$ cat config.mk
export PLATFORM = sky130hd
export DESIGN_NAME = regfile_sequencer
export DESIGN_NICKNAME = d
export VERILOG_FILES = /design/src/rtl/cpu_pkg.sv /design/src/rtl/instr_field_decode.sv /design/src/rtl/regfile_sequencer.sv
export SDC_FILE = /design/constraint.sdc
export NUM_CORES = 1
export LEC_CHECK = 0
export CORE_AREA = 3 3 107 109
export CTS_CLUSTER_DIAMETER = 120
export DETAILED_ROUTE_END_ITERATION = 16
export DIE_AREA = 0 0 110 112
export HOLD_SLACK_MARGIN = 0.02
export PLACE_DENSITY = 0.72
export SLEW_MARGIN = 5
export SYNTH_ARGS = -nofsm -noshare
export SYNTH_HDL_FRONTEND = slang
export SYNTH_HIERARCHICAL = 1
export SYNTH_SLANG_ARGS = --single-unit
$ cat constraint.sdc
create_clock -name clk -period 2.5 [get_ports clk]
set_input_delay 0.5 -clock clk [delete_from_list [all_inputs] [get_ports clk]]
set_output_delay 0.5 -clock clk [all_outputs]
set_load 0.02 [all_outputs]
$ cat src/rtl/cpu_pkg.sv
// Shared CPU definitions: opcode constants, instruction field positions,
// the sequencer state encoding and the write-back classification helper.
package cpu_pkg;

    // Opcodes that matter to the register-file sequencer
    localparam logic [5:0] OP_BEQ = 6'b011110;
    localparam logic [5:0] OP_BLT = 6'b011111;
    localparam logic [5:0] OP_SW  = 6'b011001;
    localparam logic [5:0] OP_SB  = 6'b011011;
    localparam logic [5:0] OP_LDI = 6'b010000;
    localparam logic [5:0] OP_LUI = 6'b010001;
    localparam logic [5:0] OP_LB  = 6'b011010;

    // Instruction word field positions
    localparam int OPC_HI = 31;
    localparam int OPC_LO = 26;
    localparam int R1_HI  = 25;
    localparam int R1_LO  = 21;
    localparam int R2_HI  = 20;
    localparam int R2_LO  = 16;
    localparam int R3_HI  = 15;
    localparam int R3_LO  = 11;
    localparam int IMM_HI = 15;
    localparam int IMM_LO = 0;

    typedef enum logic [2:0] {
        IDLE  = 3'd0,
        READ  = 3'd1,
        EXEC  = 3'd2,
        WAIT  = 3'd3,
        WRITE = 3'd4
    } state_e;

    // Branches and stores produce no register result; everything else does.
    // Partial-field loads still write back: the register file merges the field.
    function automatic logic op_writes_back(input logic [5:0] op);
        logic wb;
        case (op)
            OP_BEQ, OP_BLT, OP_SW, OP_SB: wb = 1'b0;
            OP_LDI, OP_LUI, OP_LB:        wb = 1'b1;
            default:                      wb = 1'b1;
        endcase
        return wb;
    endfunction

endpackage

$ cat src/rtl/instr_field_decode.sv
// Purely combinational split of an instruction word into its fields,
// the sign-extended immediate and the write-back classification.
module instr_field_decode
    import cpu_pkg::*;
(
    input  logic [31:0] instr_i,
    output logic [5:0]  opcode_o,
    output logic [4:0]  reg1_o,
    output logic [4:0]  reg2_o,
    output logic [4:0]  reg3_o,
    output logic [31:0] imm_o,
    output logic        writes_back_o
);

    assign opcode_o      = instr_i[OPC_HI:OPC_LO];
    assign reg1_o        = instr_i[R1_HI:R1_LO];
    assign reg2_o        = instr_i[R2_HI:R2_LO];
    assign reg3_o        = instr_i[R3_HI:R3_LO];
    assign imm_o         = {{16{instr_i[IMM_HI]}}, instr_i[IMM_HI:IMM_LO]};
    assign writes_back_o = op_writes_back(instr_i[OPC_HI:OPC_LO]);

endmodule

$ cat src/rtl/regfile_sequencer.sv
// Register-file sequencer: accepts one instruction at a time, strobes the
// register-file read, launches execute, waits for the result and strobes
// the write-back. Strobes are decoded from distinct states so read and
// write can never be asserted together.
module regfile_sequencer
    import cpu_pkg::*;
(
    input  logic        clk,
    input  logic        reset,
    input  logic [31:0] instr,
    input  logic        instr_valid,
    output logic        instr_ready,
    input  logic        exec_done,
    input  logic [31:0] exec_result,
    output logic        exec_start,
    output logic        busy,
    output logic        reg_read,
    output logic        reg_write,
    output logic        reg_reset,
    output logic [5:0]  opcode,
    output logic [4:0]  reg1,
    output logic [4:0]  reg2,
    output logic [4:0]  reg3,
    output logic [31:0] imm,
    output logic [31:0] write_data
);

    state_e      state_q, state_d;
    logic        reg_reset_q;
    logic [5:0]  opcode_q, opcode_d;
    logic [4:0]  reg1_q, reg1_d;
    logic [4:0]  reg2_q, reg2_d;
    logic [4:0]  reg3_q, reg3_d;
    logic [31:0] imm_q, imm_d;
    logic        wb_q, wb_d;
    logic [31:0] write_data_q, write_data_d;

    logic [5:0]  dec_opcode;
    logic [4:0]  dec_reg1, dec_reg2, dec_reg3;
    logic [31:0] dec_imm;
    logic        dec_wb;
    logic        accept;

    instr_field_decode u_decode (
        .instr_i       (instr),
        .opcode_o      (dec_opcode),
        .reg1_o        (dec_reg1),
        .reg2_o        (dec_reg2),
        .reg3_o        (dec_reg3),
        .imm_o         (dec_imm),
        .writes_back_o (dec_wb)
    );

    // Acceptance is only possible in IDLE once the register file is out of reset
    assign instr_ready = (state_q == IDLE) && !reg_reset_q;
    assign accept      = instr_valid && instr_ready;

    // Next-state and capture logic for the instruction sequence
    always_comb begin
        state_d      = state_q;
        opcode_d     = opcode_q;
        reg1_d       = reg1_q;
        reg2_d       = reg2_q;
        reg3_d       = reg3_q;
        imm_d        = imm_q;
        wb_d         = wb_q;
        write_data_d = write_data_q;
        case (state_q)
            IDLE: begin
                if (accept) begin
                    opcode_d = dec_opcode;
                    reg1_d   = dec_reg1;
                    reg2_d   = dec_reg2;
                    reg3_d   = dec_reg3;
                    imm_d    = dec_imm;
                    wb_d     = dec_wb;
                    state_d  = READ;
                end
            end
            READ:  state_d = EXEC;
            EXEC:  state_d = WAIT;
            WAIT: begin
                if (exec_done) begin
                    write_data_d = exec_result;
                    state_d      = wb_q ? WRITE : IDLE;
                end
            end
            WRITE:   state_d = IDLE;
            default: state_d = IDLE;
        endcase
    end

    // State and captured-field registers; reset discards any in-flight instruction
    always_ff @(posedge clk) begin
        if (reset) begin
            state_q      <= IDLE;
            reg_reset_q  <= 1'b1;
            opcode_q     <= '0;
            reg1_q       <= '0;
            reg2_q       <= '0;
            reg3_q       <= '0;
            imm_q        <= '0;
            wb_q         <= 1'b0;
            write_data_q <= '0;
        end else begin
            state_q      <= state_d;
            reg_reset_q  <= 1'b0;
            opcode_q     <= opcode_d;
            reg1_q       <= reg1_d;
            reg2_q       <= reg2_d;
            reg3_q       <= reg3_d;
            imm_q        <= imm_d;
            wb_q         <= wb_d;
            write_data_q <= write_data_d;
        end
    end

    assign reg_read   = (state_q == READ);
    assign exec_start = (state_q == EXEC);
    assign reg_write  = (state_q == WRITE);
    assign busy       = (state_q != IDLE);
    assign reg_reset  = reg_reset_q;
    assign opcode     = opcode_q;
    assign reg1       = reg1_q;
    assign reg2       = reg2_q;
    assign reg3       = reg3_q;
    assign imm        = imm_q;
    assign write_data = write_data_q;

endmodule

==> results of run 1 <==
worst paths after layout:
| kind | start | end | slack, ns | depth (start not counted) |
|---|---|---|---|---|
| max | state_q[0] | instr_ready | 0.12 | 3 |
| min | write_data[30] | write_data[30] | 0.46 | 2 |
| max reg2reg | state_q[0] | imm[10] | 0.79 | 4 |
| min reg2reg | write_data[30] | write_data[30] | 0.46 | 2 |
cell type report:
| type | instances | share of cell area [%] |
|---|---|---|
| Tap cell | 140 | 3.104 |
| Clock inverter | 3 | 1.596 |
| Timing Repair Buffer | 167 | 29.84 |
| Multi-Input combinational cell | 278 | 31.20 |
| Sequential cell | 90 | 31.93 |
| Clock buffer | 11 | 2.328 |
layer usage:
metal | wire, µm | global-route usage, %
met5 | 0 | 0
met3 | 982 | 6.493
met1 | 3783 | 16.85
met2 | 4178 | 23.79
met4 | 116 | 5.237
logic make-up after synthesis:
| group | count (synthesis) | share of synthesized area [%] |
|---|---|---|
| and+or+nand+nor | 187 | 24.38 |
| DFF | 90 | 42.92 |
| buffers and inverters | 83 | 15.14 |
| muxes | 55 | 13.11 |
| AOI/OAI and AO/OA | 36 | 4.441 |
where the power goes:
part           internal, µW  leakage (µW)  total [µW]  switching, µW
logic                   305       0.00113         540            234
clock network           655      0.000109        1130            475
registers              1490      0.000731        1530           38.5
placed cells by master (no fill, tap or decap), drive strengths merged:
master / netlist / routed
clkdlybuf4s50: 0 / 157
nand2b: 109 / 109
dfxtp: 90 / 90
nand2: 65 / 65
mux2i: 55 / 55
a21oi: 32 / 32
clkbuf: 17 / 11
buf: 66 / 10
nor3b: 3 / 3
bufinv: 0 / 3
nor2: 2 / 2
or3: 2 / 2
nor2b: 2 / 2
and4b: 1 / 1
nand4b: 1 / 1
o21ai: 1 / 1
a31oi: 1 / 1
o21bai: 1 / 1
a21boi: 1 / 1
nand4: 1 / 1
nor3: 1 / 1
flip-flops by register name (all words and copies together) (netlist names), 3 cells and up:
| signal | flops |
|---|---|
| state_q | 3 |
| opcode | 6 |
| reg1 | 5 |
| write_data | 32 |
| reg2 | 5 |
| reg3 | 5 |
| imm | 32 |
worst max-delay path: stages (launching register included):
cell,delay [ns]
dfxtp_1,0.39
or3_4,0.43
nor2_1,0.10
clkdlybuf4s50_1,0.61
metrics by stage:
| stage | cell area (µm²) | setup slack (ns) |
|---|---|---|
| 6_report | 5643 | 0.1238 |
| 5_1_grt | 5643 | 0.03637 |
| 3_3_place_gp | 5421 | 0.4547 |
| 2_1_floorplan | 4198 | 0.8622 |
| 4_1_cts | 5643 | 0.09598 |
| 3_5_place_dp | 5421 | 0.4227 |
==> flow_metrics.env, run 1 <==
export IMPL_status="finished, final reports clean"
export IMPL_synthTopCellsByArea="dfxtp_1 (43%), nand2b_1 (16%), mux2i_1 (13%)"
export IMPL_diodes=0
export IMPL_crit_type="reg -> out"
export IMPL_crit_path_end_kind="primary output"
export IMPL_htreeDepth=3
export IMPL_hold_violations=0
export IMPL_syn_num_nets=519
export IMPL_crit_required_ns=2.00
export IMPL_drt_pass1_iterations=6
export IMPL_die_h_um=112
export IMPL_grt_pass1_wl_um=14370
export IMPL_dieWidth_um=110
export IMPL_tightest_slew_ns=0.7210
export IMPL_fill_cells=985
export IMPL_cts_sinks=90
export IMPL_drive_gt1_share_pct=4.372
export IMPL_synth_top_flop_cell="dfxtp_1"
export IMPL_fp_row_count=38
export IMPL_yosysTopAreaCellShare_pct=42.92
export IMPL_io_pins=159
export IMPL_first_global_vias=3047
export IMPL_setup_tns_ns=0
export IMPL_synth_area_per_cell_um2=9.308
export IMPL_worstSkewPairLatency_ns=0.35
export IMPL_routed_wirelength_um=9061
export IMPL_syn_area_mm2=0.004198
export IMPL_cts_setup_buffers=0
export IMPL_rsz0062_at_grt="no"
export IMPL_drc_errors=0
export IMPL_peakVddDrop_v=0.0003101
export IMPL_cts_resized_gates=0
export IMPL_placed_cells=675
export IMPL_slew_headroom_pct=51.78
export IMPL_multi_input_area_mm2=0.001760
export IMPL_finalSetupViolCount=0
export IMPL_core_mm2=0.01070
export IMPL_ant_nets=0
export IMPL_fin_skew_ns=0.007430
export IMPL_p_per_area_mw_per_mm2=567.2
export IMPL_slew_viol_final=0
export IMPL_seq_area_frac_synth_pct=42.92
export IMPL_dp_hpwl_um=6451
export IMPL_path_clk_slew_ns=0.07
export IMPL_maxCapViolCount=0
export IMPL_antenna_found_initial=0
export IMPL_grt_start_max_net_pins=65
export IMPL_async_flop_share_pct=0
export IMPL_clock_path_buffers=2
export IMPL_numCtsBuffers=9
export IMPL_routedWlPerCell_um=13.15
export IMPL_die_area_mm2=0.01232
export IMPL_yosys_area_top_type="dfxtp_1"
export IMPL_cp_arrival_ns=1.88
export IMPL_ys_seq_elements=90
export IMPL_hold_class="reg -> reg"
export IMPL_overflow=0
export IMPL_portBuffers=158
export IMPL_start_kind="register"
export IMPL_synth_edff_count=0
export IMPL_grt_usage_pct=14.63
export IMPL_total_leakage_power_uw=0.001969
export IMPL_holdWs_ns=0.4551
export IMPL_total_power_uw=3201
export IMPL_fin_cells=689
export IMPL_synth_commonest_cells="nand2b_1 (109), dfxtp_1 (90), nand2_1 (65), mux2i_1 (55), buf_4 (53)"
export IMPL_final_period_utilization_pct=95.05
export IMPL_final_seq_area_mm2=0.001802
export IMPL_cts_root_buf="clkbuf_8"
export IMPL_synth_distinct_cells=24
export IMPL_cts_tree="built"
export IMPL_start_util_pct=39.24
export IMPL_final_util_pct=52.75
export IMPL_cts_hold_buf=0
export IMPL_cp_max_fo=10
export IMPL_min_period_ns=2.376
export IMPL_postSynthCellCount=451
export IMPL_via_count=3052
export IMPL_ys_warn_count=6
export IMPL_first_iter_violations=148
export IMPL_fin_nets=614
export IMPL_place_congestion=0.7073
export IMPL_synth_most_common_cell="nand2b_1"
export IMPL_viasPerCell=4.430
export IMPL_timing_fmax_mhz=420.8
export IMPL_area_growth_pct=34.43
No activity file was read; power rests on OpenSTA's default activity.
==> run 2: changes to the inputs <==
- CAP_MARGIN: not set -> 20
==> results of run 2 <==
Same layout as run 1: the final DEF is identical, and so are final timing and power.
==> run 3: changes to the inputs <==
- CORE_AREA: 3 3 107 109 -> 2 2 106 108
- DIE_AREA: 0 0 110 112 -> 0 0 108 110
- TNS_END_PERCENT: not set -> 100
==> run 3 against run 2 <==
Against the previous run: cell count fell by 0.29%; core utilization fell by 0.41 points; total power fell by 1.5%; hold slack barely moved; routed wire length fell by 0.71%; global-route usage rose by 0.36 points; first-iteration DRC count fell by 12%; combinational power fell by 2%; clock power fell by 4%; via count rose by 2.4%; critical endpoint unchanged; largest power group unchanged.
==> flow_metrics.env, run 3 (synthesis gave the netlist of run 1 again) <==
export IMPL_path_cells="or3_4, nor2_1, clkdlybuf4s50_1"
export IMPL_routedWlPerCell_um=13.10
export IMPL_clock_path_buffers=2
export IMPL_final_period_utilization_pct=95.27
export IMPL_slew_headroom_pct=53.25
export IMPL_crit_type="reg -> out"
export IMPL_crit_required_ns=2.00
export IMPL_drive_gt1_share_pct=4.022
export IMPL_rsz0062_at_grt="no"
export IMPL_worstSkewPairLatency_ns=0.35
export IMPL_drt_pass1_iterations=4
export IMPL_die_area_mm2=0.01188
export IMPL_drc_errors=0
export IMPL_maxCapViolCount=0
export IMPL_place_congestion=0.6842
export IMPL_core_mm2=0.01070
export IMPL_holdCritStartpoint="write_data[30]"
export IMPL_min_period_ns=2.382
export IMPL_via_count=3124
export IMPL_dieWidth_um=108
export IMPL_slowest_delay_ns=0.61
export IMPL_path_clk_slew_ns=0.08
export IMPL_ant_nets=0
export IMPL_die_h_um=110
export IMPL_cts_setup_buffers=0
export IMPL_hold_violations=0
export IMPL_htreeDepth=3
export IMPL_portBuffers=158
export IMPL_tightest_slew_ns=0.6991
export IMPL_start_util_pct=39.24
export IMPL_finalSetupViolCount=0
export IMPL_slew_viol_final=0
export IMPL_timing_fmax_mhz=419.9
export IMPL_setup_tns_ns=0
export IMPL_grt_usage_pct=14.98
export IMPL_viasPerCell=4.547
export IMPL_cts_resized_gates=0
export IMPL_cp_max_fo=10
export IMPL_grt_pass1_wl_um=14140
export IMPL_antenna_found_initial=0
export IMPL_io_pins=159
export IMPL_final_common_cell="clkdlybuf4s50_1"
export IMPL_routed_wirelength_um=8997
export IMPL_cts_sinks=90
export IMPL_path_delay_family="buffers and inverters"
export IMPL_total_power_uw=3154
export IMPL_crit_path_end_kind="primary output"
export IMPL_cts_tree="built"
export IMPL_area_growth_pct=33.38
export IMPL_first_iter_violations=130
export IMPL_critPathLaunch="state_q[0]"
export IMPL_grt_start_max_net_pins=75
export IMPL_slowest_stage="clkdlybuf4s50_1"
export IMPL_peakVddDrop_v=0.0002299
export IMPL_holdWs_ns=0.4547
export IMPL_diodes=0
export IMPL_total_leakage_power_uw=0.001939
export IMPL_final_cell_mix="clkdlybuf4s50_1 (157), nand2b_1 (109), dfxtp_1 (90)"
export IMPL_fill_cells=1022
export IMPL_fin_skew_ns=0.007816
export IMPL_first_global_vias=2991
export IMPL_dp_hpwl_um=6309
export IMPL_hold_class="reg -> reg"
export IMPL_timing_rr_start="state_q[0]"
export IMPL_start_kind="register"
export IMPL_cts_hold_buf=0
export IMPL_crit_buf_inv=1
export IMPL_p_per_area_mw_per_mm2=563.4
export IMPL_cp_arrival_ns=1.88
export IMPL_cts_root_buf="clkbuf_8"
export IMPL_overflow=0
export IMPL_fp_row_count=38
export IMPL_fin_nets=610
export IMPL_numCtsBuffers=9
export IMPL_status="finished, final reports clean"
-- run 3: cell types whose count changed in the layout (fill, tap and decap cells not counted), sizes merged --
cell      delta
buf          -4
clkbuf       +1
bufinv       -1
clkinvlp     +2
-- run 3: path summary, 6_finish.rpt --
kind | endpoint | slack [ns] | depth (start not counted)
min reg2reg | write_data[30] | 0.45 | 2
max | instr_ready | 0.12 | 3
max reg2reg | imm[7] | 0.81 | 4
min | write_data[30] | 0.45 | 2
-- run 3: per-stage QoR --
step | area (µm²) | setup WS [ns] | utilization [%] | cells
4_1_cts | 5599 | 0.1042 | 52.34 | 687
3_3_place_gp | 5379 | 0.4746 | 50.28 | 671
3_5_place_dp | 5379 | 0.4232 | 50.28 | 671
2_1_floorplan | 4198 | 0.8622 | - | 451
5_1_grt | 5599 | 0.02211 | 52.34 | 687
6_report | 5599 | 0.1182 | 52.34 | 687
-- run 3: area by class of cell --
| cell class | instances | area [µm²] | area share [%] |
|---|---|---|---|
| clock buffers | 12 | 145.1 | 2.592 |
| multi-input cells | 278 | 1760 | 31.44 |
| flip-flops and latches | 90 | 1802 | 32.18 |
| clock inverters | 4 | 75.07 | 1.341 |
| well taps | 140 | 175.2 | 3.128 |
| repair buffers | 163 | 1642 | 29.32 |
-- run 3: routing by layer --
| metal | share of wire [%] | track usage, % |
|---|---|---|
| met1 | 44 | 18.23 |
| met2 | 45 | 23.99 |
| met3 | 9.1 | 5.056 |
| met4 | 2.2 | 6.960 |
| met5 | 0 | 0 |
-- run 3: power by group --
| group | internal (µW) | total [µW] | switching, µW |
|---|---|---|---|
| combinational | 298 | 531 | 234 |
| sequential | 1490 | 1530 | 38.5 |
| clock | 592 | 1090 | 500 |
| total | 2380 | 3150 | 772 |
-- run 3: tightest hold or removal path, delay by kind of cell (launching register included) --
kind             cells  cell delay (ns)
AND/OR/NAND/NOR      1             0.05
AO/OA/AOI/OAI        1             0.05
flip-flops           1             0.31
